## config.mk

```make
export PLATFORM = sky130hd
export DESIGN_NAME = vga_capture
export DESIGN_NICKNAME = d
export VERILOG_FILES = /design/src/rtl/vga_capture_pkg.sv /design/src/rtl/vga_capture_fifo.sv /design/src/rtl/vga_capture.sv
export SDC_FILE = /design/constraint.sdc
export NUM_CORES = 1
export LEC_CHECK = 0
export ABC_AREA = 1
export BUFFER_PORTS_ARGS = -buffer_cell sky130_fd_sc_hd__buf_2
export CELL_PAD_IN_SITES_DETAIL_PLACEMENT = 0
export CELL_PAD_IN_SITES_GLOBAL_PLACEMENT = 1
export CORE_ASPECT_RATIO = 0.7
export CORE_UTILIZATION = 49
export CTS_CLUSTER_SIZE = 10
export DETAILED_ROUTE_END_ITERATION = 8
export MAX_ROUTING_LAYER = met4
export PLACE_DENSITY_LB_ADDON = 0.15
export RECOVER_POWER = 100
export SLEW_MARGIN = 20
export SYNTH_ARGS = -nofsm -noshare
export SYNTH_HDL_FRONTEND = slang
export SYNTH_HIERARCHICAL = 1
export SYNTH_SLANG_ARGS = --single-unit
```

## constraint.sdc

```tcl
create_clock -name clock_clk -period 4.4 [get_ports clock_clk]
set_input_delay 0.22 -clock clock_clk [delete_from_list [all_inputs] [get_ports clock_clk]]
set_output_delay 0.22 -clock clock_clk [all_outputs]
set_load 0.02 [all_outputs]
```

## src/rtl/vga_capture_pkg.sv

```systemverilog
// Shared types and constants for the vga_capture frame grabber.
package vga_capture_pkg;

   typedef enum logic [1:0] {
      IDLE,
      WAIT_VS,
      CAPTURE,
      DRAIN
   } state_t;

   localparam logic [3:0] AVM_BYTEENABLE = 4'hF;

   function automatic int pixels_per_frame(input int h_active, input int v_active);
      return h_active * v_active;
   endfunction

   // Two RGB565 pixels are packed into each 32-bit memory word.
   function automatic int words_per_frame(input int h_active, input int v_active);
      return (h_active * v_active) / 2;
   endfunction

   localparam int DEFAULT_H_ACTIVE = 640;
   localparam int DEFAULT_V_ACTIVE = 480;
   localparam int DEFAULT_WORDS    = words_per_frame(DEFAULT_H_ACTIVE, DEFAULT_V_ACTIVE);

endpackage

```

## src/rtl/vga_capture_fifo.sv

```systemverilog
// Synchronous show-ahead FIFO; a push into a full FIFO succeeds only when a pop
// happens in the same cycle.
module vga_capture_fifo #(
   parameter int WIDTH = 32,
   parameter int DEPTH = 16
) (
   input  logic             clk,
   input  logic             rst_n,
   input  logic             push,
   input  logic [WIDTH-1:0] push_data,
   input  logic             pop,
   output logic [WIDTH-1:0] head,
   output logic             full,
   output logic             empty
);

   localparam int AW = (DEPTH > 1) ? $clog2(DEPTH) : 1;

   logic [WIDTH-1:0] mem [DEPTH];
   logic [AW-1:0]    wr_ptr;
   logic [AW-1:0]    rd_ptr;
   logic [AW:0]      count;
   logic             do_push;
   logic             do_pop;

   assign empty   = (count == '0);
   assign full    = (count == (AW+1)'(DEPTH));
   assign do_pop  = pop && !empty;
   assign do_push = push && (!full || do_pop);
   assign head    = mem[rd_ptr];

   always_ff @(posedge clk or negedge rst_n) begin
      if (!rst_n) begin
         wr_ptr <= '0;
         rd_ptr <= '0;
         count  <= '0;
      end else begin
         if (do_push) wr_ptr <= wr_ptr + AW'(1);
         if (do_pop)  rd_ptr <= rd_ptr + AW'(1);
         case ({do_push, do_pop})
            2'b10:   count <= count + (AW+1)'(1);
            2'b01:   count <= count - (AW+1)'(1);
            default: count <= count;
         endcase
      end
   end

   always_ff @(posedge clk) begin
      if (do_push) mem[wr_ptr] <= push_data;
   end

endmodule

```

## src/rtl/vga_capture.sv

```systemverilog
// Captures one armed RGB565 frame into memory through an Avalon-MM write master.
// Optional frame_count/word_count outputs are enabled by VGA_CAPTURE_FRAME_CNT_EN.
module vga_capture
   import vga_capture_pkg::*;
#(
   parameter int H_ACTIVE   = DEFAULT_H_ACTIVE,
   parameter int V_ACTIVE   = DEFAULT_V_ACTIVE,
   parameter int FIFO_DEPTH = 16,
   parameter int ADDR_W     = 32
) (
   input  logic              clock_clk,
   input  logic              clock_sreset_reset_n,
   input  logic [15:0]       vga_rgb,
   input  logic              vga_valid,
   input  logic              vga_vsync,
   input  logic              vga_hsync,
   input  logic              arm,
   input  logic [ADDR_W-1:0] base_addr,
   output logic              busy,
   output logic              done,
   output logic              error,
   output logic [ADDR_W-1:0] avm_address,
   output logic              avm_write,
   output logic [31:0]       avm_writedata,
   output logic [3:0]        avm_byteenable,
   input  logic              avm_waitrequest
`ifdef VGA_CAPTURE_FRAME_CNT_EN
   ,
   output logic [15:0]       frame_count,
   output logic [ADDR_W-1:0] word_count
`endif
);

   localparam int TOTAL_PIX = pixels_per_frame(H_ACTIVE, V_ACTIVE);
   localparam int WORDS     = words_per_frame(H_ACTIVE, V_ACTIVE);
   localparam int PIX_W     = $clog2(TOTAL_PIX) + 1;
   localparam int WORD_W    = $clog2(WORDS) + 1;
   localparam logic [PIX_W-1:0] LAST_PIX = PIX_W'(TOTAL_PIX - 1);

   state_t            state;
   state_t            next_state;
   logic [15:0]       rgb_q;
   logic              valid_q;
   logic              vsync_q;
   logic              vsync_d;
   logic              vs_start;
   logic [15:0]       pack;
   logic [PIX_W-1:0]  pix_cnt;
   logic              push_req;
   logic [31:0]       push_data;
   logic [ADDR_W-1:0] base_q;
   logic [WORD_W-1:0] word_cnt;
   logic [31:0]       fifo_head;
   logic              fifo_full;
   logic              fifo_empty;
   logic              fifo_pop;
   logic              overflow;
   logic              arm_accept;
   logic              take_pixel;
   logic              set_error;
   logic              drain_done;
   logic              unused_inputs;

   // hsync carries no information the capture needs, and the frame buffer is word aligned.
   assign unused_inputs = &{1'b0, vga_hsync, base_addr[1:0]};

   assign vs_start       = vsync_d && !vsync_q;
   assign fifo_pop       = avm_write && !avm_waitrequest;
   assign overflow       = push_req && fifo_full && !fifo_pop;
   assign busy           = (state != IDLE);
   assign avm_write      = !fifo_empty;
   assign avm_writedata  = fifo_empty ? 32'h0 : fifo_head;
   assign avm_byteenable = AVM_BYTEENABLE;
   assign avm_address    = base_q + (ADDR_W'(word_cnt) << 2);

   always_ff @(posedge clock_clk or negedge clock_sreset_reset_n) begin
      if (!clock_sreset_reset_n) begin
         rgb_q   <= '0;
         valid_q <= 1'b0;
         vsync_q <= 1'b1;
         vsync_d <= 1'b1;
      end else begin
         rgb_q   <= vga_rgb;
         valid_q <= vga_valid;
         vsync_q <= vga_vsync;
         vsync_d <= vsync_q;
      end
   end

   always_comb begin
      next_state = state;
      arm_accept = 1'b0;
      take_pixel = 1'b0;
      set_error  = 1'b0;
      drain_done = 1'b0;
      case (state)
         IDLE: begin
            if (arm) begin
               arm_accept = 1'b1;
               next_state = WAIT_VS;
            end
         end
         WAIT_VS: begin
            if (vs_start) next_state = CAPTURE;
         end
         CAPTURE: begin
            if (vs_start) begin
               set_error  = 1'b1;
               next_state = DRAIN;
            end else if (valid_q) begin
               take_pixel = 1'b1;
               if (pix_cnt == LAST_PIX) next_state = DRAIN;
            end
         end
         DRAIN: begin
            if (fifo_empty && !push_req) begin
               drain_done = 1'b1;
               next_state = IDLE;
            end
         end
         default: next_state = IDLE;
      endcase
      if (overflow) begin
         set_error = 1'b1;
         if (state == CAPTURE) next_state = DRAIN;
      end
   end

   // The odd pixel of each pair is combined with the held even pixel one cycle later.
   always_ff @(posedge clock_clk or negedge clock_sreset_reset_n) begin
      if (!clock_sreset_reset_n) begin
         state     <= IDLE;
         done      <= 1'b0;
         error     <= 1'b0;
         pix_cnt   <= '0;
         pack      <= '0;
         push_req  <= 1'b0;
         push_data <= '0;
         base_q    <= '0;
         word_cnt  <= '0;
      end else begin
         state    <= next_state;
         done     <= drain_done;
         push_req <= take_pixel && pix_cnt[0];
         if (arm_accept)     error <= 1'b0;
         else if (set_error) error <= 1'b1;
         if (arm_accept)      pix_cnt <= '0;
         else if (take_pixel) pix_cnt <= pix_cnt + PIX_W'(1);
         if (take_pixel && !pix_cnt[0]) pack <= rgb_q;
         if (take_pixel && pix_cnt[0])  push_data <= {rgb_q, pack};
         if (arm_accept) base_q <= {base_addr[ADDR_W-1:2], 2'b00};
         if (arm_accept)    word_cnt <= '0;
         else if (fifo_pop) word_cnt <= word_cnt + WORD_W'(1);
      end
   end

`ifdef VGA_CAPTURE_FRAME_CNT_EN
   assign word_count = ADDR_W'(word_cnt);

   always_ff @(posedge clock_clk or negedge clock_sreset_reset_n) begin
      if (!clock_sreset_reset_n) begin
         frame_count <= '0;
      end else if (drain_done && !error) begin
         frame_count <= frame_count + 16'd1;
      end
   end
`endif

   vga_capture_fifo #(
      .WIDTH (32),
      .DEPTH (FIFO_DEPTH)
   ) u_fifo (
      .clk       (clock_clk),
      .rst_n     (clock_sreset_reset_n),
      .push      (push_req),
      .push_data (push_data),
      .pop       (fifo_pop),
      .head      (fifo_head),
      .full      (fifo_full),
      .empty     (fifo_empty)
   );

endmodule

```

After elaboration in Yosys (flattened, before gate mapping)
Memory sizes are Yosys's and may differ from the RTL's.
Index checks and enable logic that the tools add are counted.
Widths: inputs -> output; s select.
{ "word_totals": {"reg_bits": 154, "ram_bits": 512, "in_bits": 55, "out_inout_bits": 72, "elab_cells": 84, "mem_count": 1} }
{ "mem_list": {"columns": ["memory", "depth", "word_bits", "rd", "rd_ports_with_merged_regs", "wr", "line_no", "source"], "rows": [
  ["u_fifo.mem", 16, 32, 1, 0, 1, "vga_capture_fifo.sv:19", "logic [WIDTH-1:0] mem [DEPTH];"]
]} }
{ "classes": {"n_addsub": 7, "n_eq_ne": 7, "mux": 29, "n_reduce_logical": 24} }
{ "ops": {"columns": ["cell", "n"], "rows": [
  ["$mux 20", 2],
  ["$mux 19", 2],
  ["$add 32x21->32", 1],
  ["$mux 32", 1],
  ["$add 20x1->20 const B", 1],
  ["$eq 20x19->1 const B", 1],
  ["$add 19x1->19 const B", 1],
  ["$mux 2", 8],
  ["$mux 1", 14],
  ["$pmux 5 s2", 1],
  ["$reduce_bool 2->1", 5],
  ["$logic_and 1x1->1", 9],
  ["$add 4x1->4 const B", 2],
  ["$pmux 2 s4", 1],
  ["$logic_not 1->1", 7],
  ["$eq 2x2->1 const B", 3],
  ["$add 5x1->5 const B", 1],
  ["$eq 5x5->1 const B", 1],
  ["$logic_not 5->1", 1],
  ["$sub 5x1->5 const B", 1],
  ["$eq 2x1->1 const B", 2],
  ["$logic_not 2->1", 1],
  ["$logic_or 1x1->1", 1]
]} }

Longest topological paths before layout
{ "depth": {"ltp_word": 8, "ltp_mapped": 18, "depth_no_buf": 16} }

Modules after synthesis
The synthesis kept the hierarchy.
{ "modules_own_cells": {"columns": ["module", "n_inst", "cells_per_inst", "area_per_inst_um2", "seq_area_each_um2"], "rows": [
  ["vga_capture_fifo", 1, 1592, 21110.2, 15700.1],
  ["vga_capture", 1, 1114, 7916.3, 3530.9]
]} }

Least setup slack after synthesis
OpenSTA, ideal clock, no wires.
{ "synth_timing": {"path_type": "reg-to-reg", "start": "reg u_fifo.count[1]", "end": "mem u_fifo.mem[0][0] (enable)", "setup_ns": 0.421, "arrival_time_ns": 2.777, "required_time_ns": 3.979, "slack_ns": 1.202, "path_stages_with_launch": 11, "path_buffers": 2, "period_less_slack_ns": 3.198, "path_cell_list": "dfrtp_1 -> nor2_1 -> nand3_1 -> inv_1 -> buf_2 -> nor2_2 -> buf_2 -> o21ai_2 -> inv_1 -> nand2_1 -> nor2_1"} }
{ "synth_via": {"elab_chain_len": 8, "word_cells_on_any_way": 10, "classes_between": "eq/ne: 1; mux: 2; reduce/logical: 7"} }
{ "synth_rtl": {"columns": ["item", "line_no", "source"], "rows": [
  ["start: declaration", "vga_capture_fifo.sv:22", "logic [AW:0] count;"],
  ["start signal: assignment", "vga_capture_fifo.sv:41", "2'b10: count <= count + (AW+1)'(1);"],
  ["start signal: assignment", "vga_capture_fifo.sv:42", "2'b01: count <= count - (AW+1)'(1);"],
  ["start signal: assignment", "vga_capture_fifo.sv:43", "default: count <= count;"],
  ["$logic_not 5->1", "vga_capture_fifo.sv:26", "assign empty = (count == '0);"],
  ["net fifo_empty", "vga_capture.sv:55", "logic fifo_empty;"],
  ["$logic_not 1->1", "vga_capture.sv:71", "assign avm_write = !fifo_empty;"],
  ["$logic_and 1x1->1", "vga_capture.sv:68", "assign fifo_pop = avm_write && !avm_waitrequest;"],
  ["net fifo_pop", "vga_capture.sv:56", "logic fifo_pop;"],
  ["$logic_and 1x1->1", "vga_capture_fifo.sv:28", "assign do_pop = pop && !empty;"],
  ["$logic_or 1x1->1", "vga_capture_fifo.sv:29", "assign do_push = push && (!full || do_pop);"],
  ["$logic_and 1x1->1", "vga_capture_fifo.sv:29", null],
  ["$mux 1", "vga_capture_fifo.sv:49", "if (do_push) mem[wr_ptr] <= push_data;"],
  ["$mux 1 (not written as such)", "vga_capture_fifo.sv:49", null],
  ["end: declaration", "vga_capture_fifo.sv:19", null]
]} }
The timed path passes the listed nets, and every way through them passes these cells.

Worst setup path after layout
{ "layout_timing": {"start": "reg u_fifo.rd_ptr[0]", "end": "out avm_writedata[27]"} }
{ "layout_via": {"elab_chain_len": 2} }
{ "layout_rtl": {"columns": ["item", "line_no", "source"], "rows": [
  ["start: declaration", "vga_capture_fifo.sv:21", "logic [AW-1:0] rd_ptr;"],
  ["start signal: assignment", "vga_capture_fifo.sv:39", "if (do_pop) rd_ptr <= rd_ptr + AW'(1);"],
  ["$mem_v2 16x32", null, null],
  ["net fifo_head[27]", "vga_capture.sv:53", "logic [31:0] fifo_head;"],
  ["$mux 32", "vga_capture.sv:72", "assign avm_writedata = fifo_empty ? 32'h0 : fifo_head;"],
  ["end: declaration", "vga_capture.sv:24", "output logic [31:0] avm_writedata,"]
]} }
The timed path passes the listed nets, and every way through them passes these cells.

==> out/metrics.cfg <==
[flow_run]
drv_cap=5

[die]
start_util_pct=49.68
rows=74
die_w_um=292.9
dieArea_um2=60230
coreArea_um2=58420
pin_count=127
fp.dieH_um=205.6

[sta]
clock.fmax_mhz=249.7
hold_violations=0
setup_tns_ns=0
tightest_slew_ns=2.259
period_share_pct=91.02
rsz0062_at_grt=false
max_slew_margin_pct=-50.59
fin_crit_ns=4.005
setup_viol=0
finalClockSkew_ns=0.02325
finalMaxSlewViolations=235

[worst_setup_path]
slowest_stage=dfrtp_4
crit_type=reg -> out
worstSetupStartpoint=u_fifo/rd_ptr[0]
slowest_delay_ns=0.72
r2r_start=u_fifo/count[0]
cp-end-kind=primary output
crit_arrival_ns=3.78
path_cells=inv_6 > buf_6 > o21ai_0 > o211ai_1 > nand3_1 > nand2_1 > inv_1 > nor2_1 > clkbuf_1
worstSetupStartpointType=flop
required_ns=4.18
crit_family=buffers and inverters
critPathMaxFanout=85
critPathBufInv=4

[detailed_routing]
drt_wl_total_um=75570
wl_per_cell_um=20.39
firstDrtPassIters=5
drt_iter0_markers=1832
via_per_inst=5.457
ant_nets=0
drc_errors=0
vias=20230

[clocking]
cts_root_buffer=clkbuf_16
cts.sinks=666
clk_path_buf_depth=3
cts_tree=done
clkLatencyLatePin_ns=0.62
cts-htree-levels=3
cts_resized=0
path_clk_slew_ns=0.06
cts_buffers=77

[power]
p_seq_share_pct=41.8
pwr-share-comb_pct=30.9
vdd_drop_max_uv=420.7
p_switching_mw=8.093
clock_power_share_pct=27.2
power_mw=21.24
p_leak_nw=12.75
power_per_cell_area_nw_per_um2=645.9
swShare_pct=38.10
intPower_mw=13.15

[final_layout]
syn2layout_area_growth_pct=13.31
register_area_um2=19240
drive_above_1_share_pct=8.153
multi_input_area_um2=8269
nFillCells=5073
final_nets=2938
final_core_util_pct=56.29

[synth]
synthArstFlopShare_pct=23.12
ys_seq_area_share_pct=66.25
yosysWarnings=6
synth-main-ff-cell=edfxtp_1
ys_ff_latch=666
syn_inst=2706
synth_cell_type_count=49
avgSynthCellArea_um2=10.73
synth-edff-count=512
synth_area_um2=29030

[global_routing]
grt_first_pass_wirelength_um=115200
overflow=0
antenna_found_initial=2
grt_max_degree=151
grt_use_total_pct=26.29
grt_pass1_vias=18900

[placement]
routabilityCongestion=0.9239
hpwl_um=43880
numPortBuffers=117

[outcome]
status=finished, violations left
failed_checks=max-capacitance violations, max-slew violations

[worst_hold_path]
hold_path.startpoint=vga_rgb[6]
hold_class=in -> reg

-- kinds of logic after synthesis --
group	synth area share, %
buffers and inverters	5.401
flip-flops	66.25
AND/OR/NAND/NOR	15.41
other	0.02587
XOR/XNOR	0.7543
AO/OA/AOI/OAI	10.76
adder cells (fa/ha/maj)	1.388
-- repair_timing --
action	4_1_cts	5_1_grt
endpoints found under the setup margin	0	0
setup buffers	0	0
hold endpoints to repair	132	0
hold buffers	49	0
-- synthesized netlist by cell type, types with 3 or more instances --
master / instances / area share, %
o21ai_2: 5 / 0.15
xnor2_1: 3 / 0.091
o211ai_1: 113 / 2.9
buf_4: 18 / 0.47
dfrtp_1: 152 / 13
buf_6: 11 / 0.43
nand2_1: 447 / 5.8
a21oi_2: 15 / 0.45
xor2_1: 22 / 0.66
nand4_1: 19 / 0.41
o211ai_2: 15 / 0.65
edfxtp_1: 512 / 53
inv_2: 7 / 0.091
nor3_1: 22 / 0.38
nand2_2: 3 / 0.065
a21oi_1: 44 / 0.76
buf_2: 48 / 0.83
o21ai_1: 18 / 0.31
nand3_1: 124 / 2.1
clkbuf_1: 47 / 0.61
ha_1: 29 / 1.3
nor2_1: 477 / 6.2
o21ai_0: 308 / 5.3
inv_1: 202 / 2.6
clkbuf_2: 8 / 0.14
-- state kept, by name (all words and copies together), names as in the netlist, 4 cells and up --
signal	flops
u_fifo/wr_ptr	4
pack	16
u_fifo/mem	512
u_fifo/count	5
base_q	30
u_fifo/rd_ptr	4
word_cnt	19
push_data	32
rgb_q	16
pix_cnt	20
-- placed cells by master (no fill, tap or decap), types with 3 or more instances in the layout --
master,Yosys,layout
a21oi_1,44,44
a21oi_2,15,15
buf_12,1,9
buf_2,48,61
buf_4,18,8
clkbuf_1,47,110
clkbuf_16,0,79
clkbuf_2,8,7
conb_1,2,6
dfrtp_1,152,148
dlygate4sd3_1,0,49
edfxtp_1,512,512
ha_1,29,29
inv_1,202,205
inv_2,7,4
inv_6,0,3
nand2_1,447,451
nand3_1,124,125
nand4_1,19,19
nor2_1,477,462
nor2_2,2,9
nor2_4,2,10
nor3_1,22,23
o211ai_1,113,113
o211ai_2,15,15
o21ai_0,308,313
o21ai_1,18,18
xnor2_1,3,3
xor2_1,22,22
-- per-layer routing --
metal  GRT usage, %  wire (um)  vias to the layer above
met1          39.95      37230                     9937
met4          6.133       1427                        0
met2          36.24      31850                      607
met3          4.958       5064                      111
li1               -          -                     9575
met5              -          0                        -
-- worst paths after layout --
check / end / slack (ns) / cells past startpoint
min in group asynchronous: pix_cnt[11] / 0.82 / 2
worst max-delay path: avm_writedata[27] / 0.40 / 9
worst min-delay path: rgb_q[6] / 0.25 / 2
max in group asynchronous: pack[8] / 0.97 / 3
worst min register to register: vsync_d / 0.38 / 0
worst max register to register: u_fifo/mem[3][14] / 0.46 / 10
-- final cells by class --
class | count | share of cell area (%)
well taps | 798 | 3.036
clock inverters | 6 | 0.1826
diodes | 2 | 0.01522
repair buffers | 200 | 4.067
clock buffers | 128 | 6.631
flip-flops and latches | 666 | 58.50
inverters | 211 | 2.423
multi-input cells | 1696 | 25.14
-- power groups by stage --
stage / Clock (mW) / Combinational [mW] / Sequential, mW
after floorplan: 0 / 5.09 / 8.42
after global placement: 0 / 6.59 / 8.96
after detailed placement: 0 / 6.68 / 9.01
after CTS: 5.89 / 6.74 / 8.88
after global routing: 6.15 / 7.36 / 9.01
final: 5.79 / 6.57 / 8.88
-- metrics by stage --
| stage | worst slack [ns] | hold slack, ns | instance area (um2) | cells |
|---|---|---|---|---|
| 2_1_floorplan | 1.202 | -0.07559 | 29040 | 2710 |
| 3_3_place_gp | 1.246 | 0.3295 | 30380 | 3522 |
| 3_5_place_dp | 1.236 | 0.3298 | 30380 | 3522 |
| 4_1_cts | 0.5983 | 0.08643 | 33120 | 3705 |
| 5_1_grt | 0.1649 | 0.2479 | 32890 | 3707 |
| 6_report | 0.3953 | 0.2481 | 32890 | 3707 |
No activity file was read; power rests on OpenSTA's default activity.
